<file path="config.mk">
export PLATFORM = sky130hd
export DESIGN_NAME = search_tile
export DESIGN_NICKNAME = d
export VERILOG_FILES = /design/src/rtl/search_tile.sv
export SDC_FILE = /design/constraint.sdc
export NUM_CORES = 1
export LEC_CHECK = 0
export CAP_MARGIN = 20
export CELL_PAD_IN_SITES_DETAIL_PLACEMENT = 0
export CELL_PAD_IN_SITES_GLOBAL_PLACEMENT = 1
export CORE_ASPECT_RATIO = 0.7
export CORE_MARGIN = 2
export CORE_UTILIZATION = 32
export DETAILED_ROUTE_END_ITERATION = 8
export MAX_ROUTING_LAYER = met4
export PLACE_DENSITY_LB_ADDON = 0.1
export SYNTH_ARGS = -nofsm -noshare
export SYNTH_HDL_FRONTEND = slang
export SYNTH_SLANG_ARGS = --single-unit
</file>
<file path="constraint.sdc">
create_clock -name clock -period 1.7 [get_ports clock]
set_input_delay 0.51 -clock clock [delete_from_list [all_inputs] [get_ports clock]]
set_output_delay 0.51 -clock clock [all_outputs]
set_load 0.01 [all_outputs]
</file>
<file path="src/rtl/search_tile.sv">
// One backtracking-search cell: walks a persistent one-hot index, asks the bias module for candidates, accepts or backtracks.
// Optional macro TILE_TRYCOUNT_EN enables the saturating candidate-evaluation counter on tries.
module search_tile #(
  parameter int LEN   = 9,
  parameter int CNT_W = 16
) (
  input  logic             clock,
  input  logic             reset,
  input  logic             myturn,
  input  logic             fromback,
  output logic             passfwd,
  output logic             passbak,
  output logic             rq_valtotry,
  input  logic             ack_valtotry,
  output logic [LEN-1:0]   biasidx,
  input  logic [LEN-1:0]   valtotry,
  input  logic [LEN-1:0]   valcannotbe,
  input  logic             given_ld,
  input  logic [LEN-1:0]   given_val,
  output logic             locked,
  output logic [LEN-1:0]   value,
  output logic [CNT_W-1:0] tries
);

  typedef enum logic [2:0] {
    RESET, WAITING, INCRIDX, RQROWBS, LDROWBS, PASSBAK, PASSFWD
  } state_t;

  // MSB of the index is the "empty" position, one step before candidate 0.
  localparam logic [LEN:0] IDX_EMPTY = {1'b1, {LEN{1'b0}}};

  state_t         state_q, state_d;
  logic [LEN:0]   index_q, index_d;
  logic [LEN-1:0] value_q, value_d;
  logic [LEN-1:0] cap_q, cap_d;
  logic           locked_q, locked_d;

  always_ff @(posedge clock or posedge reset) begin
    if (reset) begin
      state_q  <= RESET;
      index_q  <= IDX_EMPTY;
      value_q  <= '0;
      cap_q    <= '0;
      locked_q <= 1'b0;
    end else begin
      state_q  <= state_d;
      index_q  <= index_d;
      value_q  <= value_d;
      cap_q    <= cap_d;
      locked_q <= locked_d;
    end
  end

  always_comb begin
    state_d     = state_q;
    index_d     = index_q;
    value_d     = value_q;
    cap_d       = cap_q;
    locked_d    = locked_q;
    passfwd     = 1'b0;
    passbak     = 1'b0;
    rq_valtotry = 1'b0;
    biasidx     = '0;
    unique case (state_q)
      RESET: state_d = WAITING;
      WAITING: begin
        // A given load takes priority over an arriving turn.
        if (given_ld) begin
          if (|given_val) begin
            value_d  = given_val;
            locked_d = 1'b1;
          end else begin
            value_d  = '0;
            locked_d = 1'b0;
            index_d  = IDX_EMPTY;
          end
        end else if (myturn) begin
          if (locked_q) state_d = fromback ? PASSBAK : PASSFWD;
          else          state_d = INCRIDX;
        end
      end
      INCRIDX: begin
        index_d = {index_q[LEN-1:0], index_q[LEN]};
        if (index_q[LEN-1]) begin
          value_d = '0;
          state_d = PASSBAK;
        end else begin
          state_d = RQROWBS;
        end
      end
      RQROWBS: begin
        rq_valtotry = 1'b1;
        biasidx     = index_q[LEN-1:0];
        if (ack_valtotry) begin
          cap_d   = valtotry;
          state_d = LDROWBS;
        end
      end
      LDROWBS: begin
        if (|(cap_q & valcannotbe)) begin
          state_d = INCRIDX;
        end else begin
          value_d = cap_q;
          state_d = PASSFWD;
        end
      end
      PASSFWD: begin
        passfwd = 1'b1;
        state_d = WAITING;
      end
      PASSBAK: begin
        passbak = 1'b1;
        state_d = WAITING;
      end
      default: state_d = RESET;
    endcase
  end

  assign value  = value_q;
  assign locked = locked_q;

`ifdef TILE_TRYCOUNT_EN
  logic [CNT_W-1:0] tries_q, tries_d;

  always_comb begin
    tries_d = tries_q;
    if (state_q == RQROWBS && ack_valtotry && !(&tries_q)) tries_d = tries_q + CNT_W'(1);
  end

  always_ff @(posedge clock or posedge reset) begin
    if (reset) tries_q <= '0;
    else       tries_q <= tries_d;
  end

  assign tries = tries_q;
`else
  assign tries = '0;
`endif

endmodule

</file>
==> run metrics <==
Area Overhead vs Synth 71.8%; DRC errors left 0; Max H-tree Level 2; Setup CP Type flop to output pin; IO Pins 71; hpwl dp 3.51 mm; DP Worst Slack -514 ps; clock slew at reported path FFs 80 ps; hold_sp value[4]; PnR Total Power 4.45 mW; Worst setup SP type flop; critical path, cell by cell and3b_2 -> buf_6 -> and2_4 -> buf_6; Avg Cell Area, Syn 10.3 sq um; Pre-antenna DRT Iters 4; critical path endpoint category output pin; LEAKAGE 1.45 nW; cell mode on critical path buf_6; most frequent cells in the layout dfrtp_1, clkdlybuf4s50_1, buf_4; CP max FO 6; Nets 301; CTS Sinks 32; largest net degree at the start of global routing 33; sequential area share after synthesis 45.5%; GRT overflow 0; most common cell after layout, fill and taps aside dfrtp_1; CP max-delay cell dfrtp_1; initial DRC count 75; Vias/cell ~4.8; Final Hold Viols 0; r2r setup slk -160 ps; Final Instance Area 3030 sq um; CTS tree yes; crit share post-route 111%; ys async rst share between 90% and 100%; number of buffers created by CTS 5; Core ar. 5290 sq um; vias in the first global route 1618; Top delay family on crit path simple AND/OR/NAND/NOR gates; row count 22; via count 1638; CTS root buffer clkbuf_8; gpl congestion 0.788; setup ws final -184 ps; initial antenna violation count 0; final-report max-slew violation count 0; EDFF count, synth 0; die extent in x ~93 microns; Buffers on Ports 54; Starting Density around 33%; commonest register cell after synthesis dfrtp_1; # diodes 0; Post-Synthesis Cells 172; fillers ~450; Final ANT Viol Nets 0; placed cell area 2530 sq um; Max Clock Freq 531 MHz; WP data required 1190 ps; CTS Buffer Depth 2; CP Buf/Inv Count 2; die footprint just over 6000 sq um; worst vdd ir 0.000508 V; Critical Path Start state_q[2]; Final setup violation count 30; final wirelength around 5.3 mm; Synth cell types 37; RSZ-0062 raised after global routing yes; min Tclk post-route ~1900 ps; first-pass GRT wire length 8.57 mm; RR Startpoint state_q[1]; Synth Register Bits 32; crit-path max cell delay 420 ps; outcome complete, but fails checks; Final Skew 7.52 ps; Pwr Density between 1000 and 1500 nW/um^2; Hold WC Path Type flop to flop; die height 66.1 microns; Ys Warns 0; drt wl/cell 15.6 microns; Max-Cap Viols 0; gr usage total between 10% and 20%; worst skew pair latency 290 ps; mapped cell area 1760 sq um; failing checks setup timing; Worst Path Arrival about 1400 ps; layout cell share with drive strength beyond 1 a little over two fifths
==> metrics by stage <==
stage | hold slack (ps) | TNS [ps] | utilization (%) | cells
global route | 530 | -5300 | 57.4 | 341
global placement | 495 | -11420 | 47.8 | 317
floorplan | 480 | 0 | - | 187
finish | 509 | -3660 | 57.4 | 341
detailed placement | 500 | -11270 | 47.8 | 317
CTS | 516 | -3000 | 55.0 | 339
==> what timing repair did <==
action | in CTS | in global routing
gates resized for setup | 103 | 29
hold endpoints to repair | 0 | 0
buffers inserted | 11 | 3
cloned | 4 | 0
hold buffers | 0 | 0
pin swaps | 19 | 13
setup endpoints to repair | 37 | 36
==> report_power, final <==
part | switching, mW | internal (mW)
clock | 0.316 | 0.328
sequential | 0.258 | 1.09
combinational | 1.00 | 1.46
==> per-layer routing <==
layer	track usage, %	part of all wire (%)	vias to the layer above
met5	-	0	-
met4	4.41	0.71	0
met3	3.53	5.1	5
met2	26.7	43	63
met1	27.8	51	798
li1	-	-	772
==> sequential cells by signal (all words and copies together), names as in the netlist <==
| signal | cells |
|---|---|
| cap_q | 9 |
| index_q | 10 |
| locked | 1 |
| state_q | 3 |
| value | 9 |
==> layout make-up <==
cell class | instances | area, sq um | share of cell area, %
Clock inverter | 2 | 15.0 | 0.495
Timing Repair Buffer | 97 | 1010 | 33.4
Tap cell | 72 | 90.1 | 2.97
Sequential cell | 32 | 802 | 26.5
Clock buffer | 6 | 82.6 | 2.72
Multi-Input combinational cell | 129 | 1020 | 33.6
Inverter | 3 | 11.3 | 0.371
==> final timing paths <==
path / to / depth (start not counted)
max reg2reg: value[1] / 6
min: value[4] / 1
min reg2reg: value[4] / 1
max: biasidx[0] / 4
max in group asynchronous: index_q[9] / 3
min in group asynchronous: index_q[2] / 3
==> Yosys cell counts (2+ instances only) <==
library cell	n	area share, %
a22o_1	9	4.5
o21ai_0	3	0.85
nor2_1	8	1.7
a22oi_1	5	2.1
clkbuf_1	2	0.43
buf_2	4	1.1
buf_4	17	7.2
a21oi_1	3	0.85
nand2_1	27	5.7
inv_1	3	0.64
dfrtp_1	31	44
a32oi_1	9	4.5
and2_1	10	3.5
nor3_1	2	0.57
mux2_2	17	11
==> cells by family (layout without fill, tap and decap cells) <==
kind of cell	count (synthesis)	after routing	synth area share [%]
mux	18	18	11.7
xor+xnor	1	1	0.497
compound gates	35	35	16.0
buf+inv	27	108	9.65
simple gates	58	59	16.5
flops	32	32	45.5
other cells	1	16	0.213
No activity file was read; power rests on OpenSTA's default activity.
